==> config.mk <==
export PLATFORM = sky130hd
export DESIGN_NAME = umac_seq_ctrl
export DESIGN_NICKNAME = d
export VERILOG_FILES = /design/src/rtl/umac_pkg.sv /design/src/rtl/umac_win_cnt.sv /design/src/rtl/umac_seq_ctrl.sv
export SDC_FILE = /design/constraint.sdc
export NUM_CORES = 1
export LEC_CHECK = 0
export ABC_AREA = 1
export BUFFER_PORTS_ARGS = -buffer_cell sky130_fd_sc_hd__buf_2
export CAP_MARGIN = 20
export CORE_UTILIZATION = 50
export DETAILED_ROUTE_END_ITERATION = 10
export GPL_TIMING_DRIVEN = 0
export PLACE_DENSITY = 0.92
export SLEW_MARGIN = 20
export SYNTH_ARGS = -nofsm -noshare
export SYNTH_HDL_FRONTEND = slang
export SYNTH_HIERARCHICAL = 1
export SYNTH_SLANG_ARGS = --single-unit
==> constraint.sdc <==
create_clock -name clk -period 2.5 [get_ports clk]
set_clock_uncertainty 0.1 [all_clocks]
set_input_delay 0 -clock clk [delete_from_list [all_inputs] [get_ports clk]]
set_output_delay 0 -clock clk [all_outputs]
set_load 0.05 [all_outputs]
==> src/rtl/umac_pkg.sv <==
// Shared definitions for the unary MAC sequencer.
//   umac_state_t : controller state encoding (also driven onto the debug port)
//   DEF_*        : default window length, pipeline latency, weight width, lane count
package umac_pkg;

  localparam int DEF_LEN_LOG2 = 8;
  localparam int DEF_PIPE_LAT = 2;
  localparam int DEF_WB       = 8;
  localparam int DEF_LANES    = 16;

  typedef enum logic [2:0] {
    IDLE  = 3'd0,
    LOAD  = 3'd1,
    FLUSH = 3'd2,
    RUN   = 3'd3,
    HOLD  = 3'd4
  } umac_state_t;

endpackage

==> src/rtl/umac_win_cnt.sv <==
// Window and ones counter for the MAC output bitstream.
//   clk, rst_n : clock, synchronous active-low reset
//   clr        : zero both counters (takes priority over en)
//   en         : count this cycle: window += 1, ones += bit_in
//   bit_in     : MAC output bit
//   last       : window counter sits on the final sample index (N-1)
//   ones       : number of ones counted so far (0..N, never wraps)
module umac_win_cnt #(
  parameter int LEN_LOG2 = 8
) (
  input  logic              clk,
  input  logic              rst_n,
  input  logic              clr,
  input  logic              en,
  input  logic              bit_in,
  output logic              last,
  output logic [LEN_LOG2:0] ones
);

  // N-1 written as a bit pattern so it is exactly LEN_LOG2+1 bits wide.
  localparam logic [LEN_LOG2:0] LAST_IDX = {1'b0, {LEN_LOG2{1'b1}}};

  logic [LEN_LOG2:0] wcnt;
  logic [LEN_LOG2:0] ocnt;

  always_ff @(posedge clk) begin
    if (!rst_n || clr) begin
      wcnt <= '0;
      ocnt <= '0;
    end else if (en) begin
      wcnt <= wcnt + 1'b1;
      ocnt <= ocnt + {{LEN_LOG2{1'b0}}, bit_in};
    end
  end

  assign last = (wcnt == LAST_IDX);
  assign ones = ocnt;

endmodule

==> src/rtl/umac_seq_ctrl.sv <==
// Sequencer for one multi-lane bipolar unary MAC.
// Accepts a weight job, pulses the MAC weight load, enables the stream
// sources for PIPE_LAT discarded cycles plus an N = 2^LEN_LOG2 counted
// window, and returns 2*ones - N as a signed result.
//   job_valid/job_ready/job_w : weight job input (lane i at [i*WB +: WB])
//   mac_iB, mac_loadB         : registered weights and one-cycle load strobe
//   src_en                    : stream generator / MAC RNG enable
//   mac_oC                    : MAC output bitstream
//   res_valid/res_ready/res_data : signed result output
//   busy                      : controller is not idle
//   dbg_state                 : current controller state
//
// Handshakes: a transfer happens on a rising clk edge where valid and ready
// are both 1. The sender keeps valid and its data stable until that edge;
// ready never depends on valid, so the two sides cannot deadlock.
module umac_seq_ctrl
  import umac_pkg::*;
#(
  parameter int LEN_LOG2 = DEF_LEN_LOG2,
  parameter int PIPE_LAT = DEF_PIPE_LAT,
  parameter int WB       = DEF_WB,
  parameter int LANES    = DEF_LANES
) (
  input  logic                       clk,
  input  logic                       rst_n,
  input  logic                       job_valid,
  output logic                       job_ready,
  input  logic [LANES*WB-1:0]        job_w,
  output logic [LANES*WB-1:0]        mac_iB,
  output logic                       mac_loadB,
  output logic                       src_en,
  input  logic                       mac_oC,
  output logic                       res_valid,
  input  logic                       res_ready,
  output logic signed [LEN_LOG2+1:0] res_data,
  output logic                       busy,
  output logic [2:0]                 dbg_state
);

  localparam int FW = (PIPE_LAT > 1) ? $clog2(PIPE_LAT) : 1;
  // N as a LEN_LOG2+2 bit positive value.
  localparam logic [LEN_LOG2+1:0] N_VAL = {2'b01, {LEN_LOG2{1'b0}}};

  umac_state_t       state;
  umac_state_t       state_nxt;
  logic [FW-1:0]     fcnt;
  logic              win_last;
  logic [LEN_LOG2:0] win_ones;
  logic [LANES*WB-1:0] w_reg;

  always_comb begin
    state_nxt = state;
    case (state)
      IDLE:    if (job_valid) state_nxt = LOAD;
      LOAD:    state_nxt = (PIPE_LAT == 0) ? RUN : FLUSH;
      FLUSH:   if (fcnt == FW'(PIPE_LAT - 1)) state_nxt = RUN;
      RUN:     if (win_last) state_nxt = HOLD;
      HOLD:    if (res_ready) state_nxt = IDLE;
      default: state_nxt = IDLE;
    endcase
  end

  always_ff @(posedge clk) begin
    if (!rst_n) begin
      state <= IDLE;
      fcnt  <= '0;
      w_reg <= '0;
    end else begin
      state <= state_nxt;
      if (state == LOAD)  fcnt <= '0;
      else if (state == FLUSH) fcnt <= fcnt + 1'b1;
      // Weights change only on acceptance and are held afterwards.
      if (state == IDLE && job_valid) w_reg <= job_w;
    end
  end

  umac_win_cnt #(
    .LEN_LOG2(LEN_LOG2)
  ) u_win_cnt (
    .clk   (clk),
    .rst_n (rst_n),
    .clr   (state == LOAD),
    .en    (state == RUN),
    .bit_in(mac_oC),
    .last  (win_last),
    .ones  (win_ones)
  );

  // job_ready is masked by rst_n so it stays low for the whole reset period.
  assign job_ready = (state == IDLE) && rst_n;
  assign mac_iB    = w_reg;
  assign mac_loadB = (state == LOAD);
  assign src_en    = (state == FLUSH) || (state == RUN);
  assign res_valid = (state == HOLD);
  // Result shown only while offered, so the output rests at zero otherwise.
  assign res_data  = (state == HOLD) ? $signed({win_ones, 1'b0} - N_VAL) : '0;
  assign busy      = (state != IDLE);
  assign dbg_state = state;

endmodule
# [Word-level counts from Yosys, hierarchy flattened]
# Cells that the tools add are included.
[op_classes] n_addsub=4 eq_ne=9 n_mux=6 n_bitwise=1 n_reduce_logical=9
[ops] op="3-bit case mux with 5 select lines" count=1
[ops] op="3-bit 2-to-1 mux" count=4
[ops] op="10-bit 2-to-1 mux" count=1
[ops] op="10-bit by 9-bit subtractor with 10-bit output (second input constant)" count=1
[ops] op="9-bit by 1-bit adder with 9-bit output" count=1
[ops] op="9-bit by 1-bit adder with 9-bit output (second input constant)" count=1
[ops] op="9-bit by 8-bit equality test with 1-bit output (second input constant)" count=1
[ops] op="3-bit by 2-bit equality test with 1-bit output (second input constant)" count=2
[ops] op="2-bit inequality test (second input constant)" count=3
[ops] op="4-bit AND reduction" count=1
[ops] op="3-bit by 1-bit equality test with 1-bit output (second input constant)" count=1
[ops] op="3-bit equality test (second input constant)" count=1
[ops] op="3-bit zero test" count=1
[ops] op="3-bit nonzero test" count=1
[ops] op="1-bit logical AND" count=2
[ops] op="1-bit logical OR" count=2
[ops] op="2-bit by 1-bit inequality test with 1-bit output (second input constant)" count=1
[ops] op="2-bit OR reduction" count=1
[ops] op="1-bit adder (second input constant)" count=1
[ops] op="1-bit zero test" count=1
[ops] op="1-bit NOT" count=1
[totals] reg_bits=150 inputBits=133 out_inout_bits=146

# [Depth between registers and ports, before layout]
# Gate-level depths: netlist of the first run.
[depth] ltp_word=3 mapped_depth=11 ltp_nobuf=11

# [Modules after synthesis]
# The synthesis of the first run kept the hierarchy.
[modules_own_cells] module="umac_seq_ctrl" n_inst=1 cells_each=621 area_per_inst_um2=4967.3
[modules_own_cells] module="umac_win_cnt" n_inst=1 cells_each=122 area_per_inst_um2=852.1

# [Worst setup path after synthesis of the first run]
# No wires, ideal clock.
[synth_path] path_type="register -> output" from="reg state[2] (netlist: dbg_state[2])" to="out job_ready" arrival_ns=1.865 t_required_ns=2.400 setup_slack_ns=0.535 stages_incl_launch_ff=4 n_path_buf=0 path_cell_list="dfxtp_1 -> nor2_4 -> nand2_1 -> nor2_1"
[synth_via] elab_chain_cells=2
[synth_lines] element="start, declared" line="umac_seq_ctrl.sv:44" source="umac_state_t state;"
[synth_lines] element="start signal, assigned" line="umac_seq_ctrl.sv:69" source="state <= state_nxt;"
[synth_lines] element="3-bit zero test" line="umac_seq_ctrl.sv:90" source="assign job_ready = (state == IDLE) && rst_n;"
[synth_lines] element="1-bit logical AND" line="umac_seq_ctrl.sv:90"
[synth_lines] element="end, declared" line="umac_seq_ctrl.sv:27" source="output logic job_ready,"
# Every way passes these cells.

# [Worst setup path after layout of the first run]
[layout_path] from="reg u_win_cnt.wcnt[0]" to="reg state[0] (netlist: dbg_state[0])"
[layout_via] elab_chain_cells=3
[layout_lines] element="start, declared" line="umac_win_cnt.sv:23" source="logic [LEN_LOG2:0] wcnt;"
[layout_lines] element="start signal, assigned" line="umac_win_cnt.sv:31" source="wcnt <= wcnt + 1'b1;"
[layout_lines] element="9-bit by 8-bit equality test with 1-bit output" line="umac_win_cnt.sv:36" source="assign last = (wcnt == LAST_IDX);"
[layout_lines] element="named net win_last" line="umac_seq_ctrl.sv:47" source="logic win_last;"
[layout_lines] element="2-bit inequality test (no line)"
[layout_lines] element="4-bit AND reduction (no line)"
# The timed path passes the listed nets, and every way through them passes these cells.
# A chain may end at the register's enable or synchronous reset.

==> qor.yml, run 1 <==
placed_area_um2: 7380
p_leak_nw: 4.44
rows: 39
hold_violations: 0
async_reset_ff_share_pct: 0
multiInputGateArea_um2: 1890
finalSetupViolCount: 0
switching_share_pct: 47.9
cp_top_family: "simple AND/OR/NAND/NOR gates"
synthToLayoutAreaGrowth_pct: 60.8
die_x_um: 110
path_max_fanout: 5
finalNetCount: 1307
yosys_warnings: 6
min_path_type: "in -> reg"
synth_top_cell_by_area: "dfxtp_1"
dieArea_um2: 12100
path_cells: "ha_1, nand3_1, nor4_1, ha_1, inv_1, nand2_1, nand2_1, nor2_1, nand2_1, nand2_1, nor2_1"
root_buffer: "clkbuf_16"
maxSlewHeadroom_pct: 65.0
final_cell_area_um2: 9360
detailedPlacementHpwl_um: 12500
synth_top_cells_by_area: "dfxtp_1 (52%), a21oi_1 (12%), inv_1 (11%)"
path_class: "reg -> reg"
postRouteAntennaNets: 0
powerDensity_nw_per_um2: 1290
pre_cts_slack_ns: 0.618
r2r-start: "u_win_cnt/wcnt[0]"
clkPwrFrac_pct: 23.4
synth_top_area_share_pct: 51.6
netlist-cell-type-count: 22
drt_pass1_iterations: 6
postCtsSetupBuffers: 0
p_comb_share_pct: 46.8
synth_seq_area_share_pct: 51.6
nFillCells: 633
startpoint_type: "flip-flop"
antenna_found_initial: 0
grt_usage_pct: 38.4
drt-initial-drc-count: 593
status: "finished clean"
arrival_ns: 2.16
grt_pass1_wl_um: 34600
switchingPower_mw: 5.77
viasPerCell: 5.34
core_um2: 11400
crit_path_frequent_cell: "nand2_1"
tns_ns: 0
grt-ovfl-total: 0
synth_area_um2: 5820
post-route-min-period_ns: 1.95
grt_pass1_vias: 6985
numCtsBuffers: 17
min_to: "mac_iB[101]"
maxSlewViolCount: 0
ff2ff_setup_slack_ns: 0.55
critPathRequiredTime_ns: 2.71
max-vdd-ir-drop_mv: 0.909
cts-htree-levels: 4
finalWorstSetupSlack_ns: 0.551
die_h_um: 110
clkTransAtPathRegs_ns: 0.06
reg2reg_to: "dbg_state[0]"
regArea_um2: 3000
via_count: 7085
end_kind: "flip-flop"
clk_path_buf_depth: 2
layout_commonest_cell: "buf_2"
p_seq_share_pct: 29.8
hold_depth: 4
syn_nets: 880
wirelength_um: 23400
worstMarginPinSlew_ns: 0.524
initial_utilization_pct: 51.2
cts_tree: "yes"
clock_latency_ns: 0.42
critPathMaxStageDelay_ns: 0.36
max_cap_violations: 0
finalPower_mw: 12.0
mostFrequentLayoutCells: "buf_2 (289), inv_1 (164), dfxtp_1 (150)"
cts_resized: 0
clock-sinks: 150
hp-start: "rst_n"
r2r_cells: 11
crit_buf_inv: 1
synth_seq_cells: 150
worst-path-stages: 11
wl_per_cell_um: 17.6
crit_slowest_cell: "dfxtp_1"
internal_power_mw: 6.28
synth-edff-count: 0
rsz0062_at_grt: "no"
drive_above_1_share_pct: 28.9
gp_congestion: 0.845
synthFlopType: "dfxtp_1"
grt_max_degree: 17
numPortBuffers: 277
timing.fmax_mhz: 513
ios: 279
drc: 0
syn_inst: 743
synth.avg_cell_area_um2: 7.83
post-route-period-util_pct: 78.0
[cell families after synthesis]
| kind of cell | synth area share (%) |
|---|---|
| adders and majority gates | 0.860 |
| other | 0.0644 |
| DFF | 51.6 |
| xor gates and xnor gates | 0.151 |
| buffers and inverters | 16.0 |
| AOI/OAI and AO/OA | 23.6 |
| and+or+nand+nor | 7.72 |
[per-stage QoR]
step	instances	hold WS, ns	util [%]
2_1_floorplan	743	0.0735	-
3_3_place_gp	1163	0.157	64.9
3_5_place_dp	1163	0.167	64.9
4_1_cts	1326	0.0409	82.2
5_1_grt	1326	0.0939	82.2
6_report	1328	0.0712	82.3
[per-layer routing]
metal,up-vias,GRT usage [%],routed length [um]
met5,-,0,0
met4,0,29.9,1680
met3,177,13.9,2170
met2,508,62.1,11200
met1,3178,40.6,8330
li1,3222,-,-
[power by group through the flow]
stage / Sequential (mW) / Clock, mW / Combinational, mW
2_1_floorplan: 5.95 / 0 / 1.52
3_3_place_gp: 3.48 / 0 / 5.17
3_5_place_dp: 3.52 / 0 / 5.24
4_1_cts: 3.49 / 2.81 / 5.43
5_1_grt: 3.64 / 2.92 / 5.91
6_report: 3.59 / 2.82 / 5.64
[sequential cells by signal, summed over array words and instances, names as in the netlist]
name	cells
mac_iB	128
u_win_cnt/ones	9
u_win_cnt/wcnt	9
dbg_state	3
fcnt	1
[cells in the mapped netlist, types with 7 or more instances]
library cell  instances
a21oi_1             142
buf_2                12
buf_6                16
clkbuf_1             14
dfxtp_1             150
inv_1               164
nand2_1              41
nand3_1              15
nor2_1               34
nor3_1                7
o21ai_0              19
o21ai_1             112
[tightest hold or removal path: stages]
cell,delay (ns)
buf_2,0.17
clkbuf_1,0.22
o21ai_0,0.11
a21oi_1,0.04
[area by class of cell]
cell class	count	share of cell area, %
multi-input combinational	384	20.2
tap	143	1.91
inverter	164	6.58
antenna	2	0.0535
sequential	150	32.1
clock inverter	7	1.48
buffer	45	3.37
clock buffer	25	5.51
timing repair buffer	408	28.8
[worst max-delay path by stage]
stage / start / endpoint / slack [ns]
final: u_win_cnt/wcnt[0] / dbg_state[0] / 0.55
after global routing: u_win_cnt/wcnt[0] / dbg_state[2] / 0.34
after CTS: u_win_cnt/wcnt[0] / dbg_state[0] / 0.56
after detailed placement: u_win_cnt/wcnt[0] / dbg_state[2] / 0.62
after global placement: u_win_cnt/wcnt[0] / dbg_state[2] / 0.66
after floorplan: dbg_state[2] / job_ready / 0.53
[repair_timing]
item	4_1_cts	5_1_grt
hold buffers	131	0
hold endpoints to repair	130	0
setup endpoints to repair	0	0
Note: power is estimated with default switching activity, not from simulation.
==> run 2, diff against run 1 <==
--- a/config.mk
+++ b/config.mk
@@ -8,10 +8,10 @@
 export ABC_AREA = 1
 export BUFFER_PORTS_ARGS = -buffer_cell sky130_fd_sc_hd__buf_2
 export CAP_MARGIN = 20
-export CORE_UTILIZATION = 50
+export CORE_UTILIZATION = 46
 export DETAILED_ROUTE_END_ITERATION = 10
 export GPL_TIMING_DRIVEN = 0
-export PLACE_DENSITY = 0.92
+export PLACE_DENSITY = 0.86
 export SLEW_MARGIN = 20
 export SYNTH_ARGS = -nofsm -noshare
 export SYNTH_HDL_FRONTEND = slang
==> constraint.sdc (replaced) <==
create_clock -name clk -period 1.9 [get_ports clk]
set_clock_uncertainty 0.1 [all_clocks]
set_input_delay 0 -clock clk [delete_from_list [all_inputs] [get_ports clk]]
set_output_delay 0 -clock clk [all_outputs]
set_load 0.05 [all_outputs]
==> run 2 against run 1 <==
  * Fmax up 11%
  * Combinational power up 31%
  * Non-clock buffer count up 1
  * Hold slack better by 0.014 ns
  * Final area up 0.74%
  * Setup slack worse by 0.41 ns
  * Register-to-register slack worse by 0.41 ns
  * Flip-flop and latch count unchanged
  * Utilization down 4.8 points
  * Wire length down 2.3%
  * Sequential share of layout area down 0.18 points
==> qor.yml, run 2 (synthesized netlist as in run 1, its figures left out) <==
status: "finished clean"
grt_max_degree: 17
maxSlewHeadroom_pct: 65.5
maxSlewViolCount: 0
path_class: "reg -> reg"
mostFrequentLayoutCells: "buf_2 (289), inv_1 (163), dfxtp_1 (146)"
p_leak_nw: 4.44
drt_pass1_iterations: 5
tns_ns: 0
die_h_um: 114
max-vdd-ir-drop_mv: 1.35
viasPerCell: 5.14
clock_latency_ns: 0.42
core_um2: 12200
placed_area_um2: 7420
clkTransAtPathRegs_ns: 0.06
drt-initial-drc-count: 650
initial_utilization_pct: 47.8
gp_congestion: 0.797
grt_usage_pct: 35.2
via_count: 6948
numPortBuffers: 277
final_cell_area_um2: 9420
powerDensity_nw_per_um2: 1660
startpoint_type: "flip-flop"
path_cells: "ha_4, nand3_4, nor4_4, ha_2, inv_2, nand2_2, nand2_2, nor2_4, nand2_1, nand2_1, nor2_1"
wirelength_um: 22800
rows: 40
clock-sinks: 150
layout_commonest_cell: "buf_2"
critPathRequiredTime_ns: 2.12
hold_slack_ns: 0.0855
antenna_found_initial: 1
wl_per_cell_um: 16.9
postRouteAntennaNets: 0
critPathMaxStageDelay_ns: 0.36
drive_above_1_share_pct: 30.1
timing.fmax_mhz: 569
path_max_fanout: 5
drc: 0
arrival_ns: 1.98
cts_tree: "yes"
cts-htree-levels: 4
finalSetupViolCount: 0
max_cap_violations: 0
root_buffer: "clkbuf_16"
rsz0062_at_grt: "yes"
largest_reg_flops: 128
die_x_um: 114
dieArea_um2: 13100
grt_pass1_wl_um: 35000
finalPower_mw: 15.6
end_kind: "flip-flop"
worstMarginPinSlew_ns: 0.518
post-route-min-period_ns: 1.76
crit_slowest_cell: "dfxtp_2"
clk_path_buf_depth: 2
grt_pass1_vias: 7040
grt-ovfl-total: 0
synthToLayoutAreaGrowth_pct: 61.9
finalNetCount: 1308
detailedPlacementHpwl_um: 12500
hold_violations: 0
nFillCells: 752
min_path_type: "in -> reg"
post-route-period-util_pct: 92.5
numCtsBuffers: 17
ios: 279
[run 2: cell count changes in the layout (fill, tap and decap cells not counted), sizes merged]
cell      change
clkbuf        -2
clkinvlp      +2
buf           +1
bufinv        -1
clkinv        -1
diode         +1
[run 2: final timing paths]
check	start	end	slack (ns)	cells past startpoint
worst max-delay path	u_win_cnt/wcnt[0]	dbg_state[0]	0.14	11
worst min register to register	mac_iB[104]	mac_iB[104]	0.34	2
worst min-delay path	res_ready	dbg_state[1]	0.09	6
worst max register to register	u_win_cnt/wcnt[0]	dbg_state[0]	0.14	11
[run 2: stage by stage]
stage	setup slack, ns	utilization, %	cells
final	0.143	77.5	1353
after global routing	-0.0436	77.4	1351
after CTS	0.0575	76.9	1349
after detailed placement	-0.0124	61.0	1188
after global placement	0.0287	61.0	1188
after floorplan	0.0269	-	743
[run 2: layout make-up]
| type | count | area [um2] | share of cell area (%) |
|---|---|---|---|
| clock buffers | 23 | 498 | 5.28 |
| inverters | 164 | 616 | 6.53 |
| flip-flops and latches | 150 | 3010 | 31.9 |
| diodes | 3 | 7.51 | 0.0797 |
| clock inverters | 7 | 119 | 1.26 |
| multi-input cells | 384 | 1950 | 20.6 |
| repair buffers | 409 | 2710 | 28.7 |
| plain buffers | 45 | 315 | 3.35 |
| well taps | 168 | 210 | 2.23 |
[run 2: routing by layer]
metal  up-vias  part of all wire [%]  wire length (um)  GRT usage (%)
met1      3128                    35              8090           36.3
met2       446                    49             11100           58.7
met3       153                   8.0              1820           11.2
met4         0                   7.8              1790           29.3
met5         -                     0                 0              0
li1       3221                     -                 -              -
[run 2: timing repair]
item / in CTS / in global routing
endpoints found under the hold margin: 130 / 0
pin swaps: 0 / 6
gates resized for setup: 1 / 14
buffers inserted: 0 / 1
cloned: 0 / 0
setup endpoints to repair: 2 / 6
hold buffers: 131 / 0
[run 2: critical path, delay by kind of cell, from the launching register on]
family | cells | cell delay (ns)
and+or+nand+nor | 8 | 0.79
adders and majority gates | 2 | 0.37
DFF | 1 | 0.36
buffers and inverters | 1 | 0.03
[run 2: power breakdown]
part           switching (mW)  internal [mW]  leakage [nW]
combinational            5.63           1.78          2.91
sequential              0.591           4.10          1.24
clock                    1.31           2.23         0.297
total                    7.53           8.10          4.44
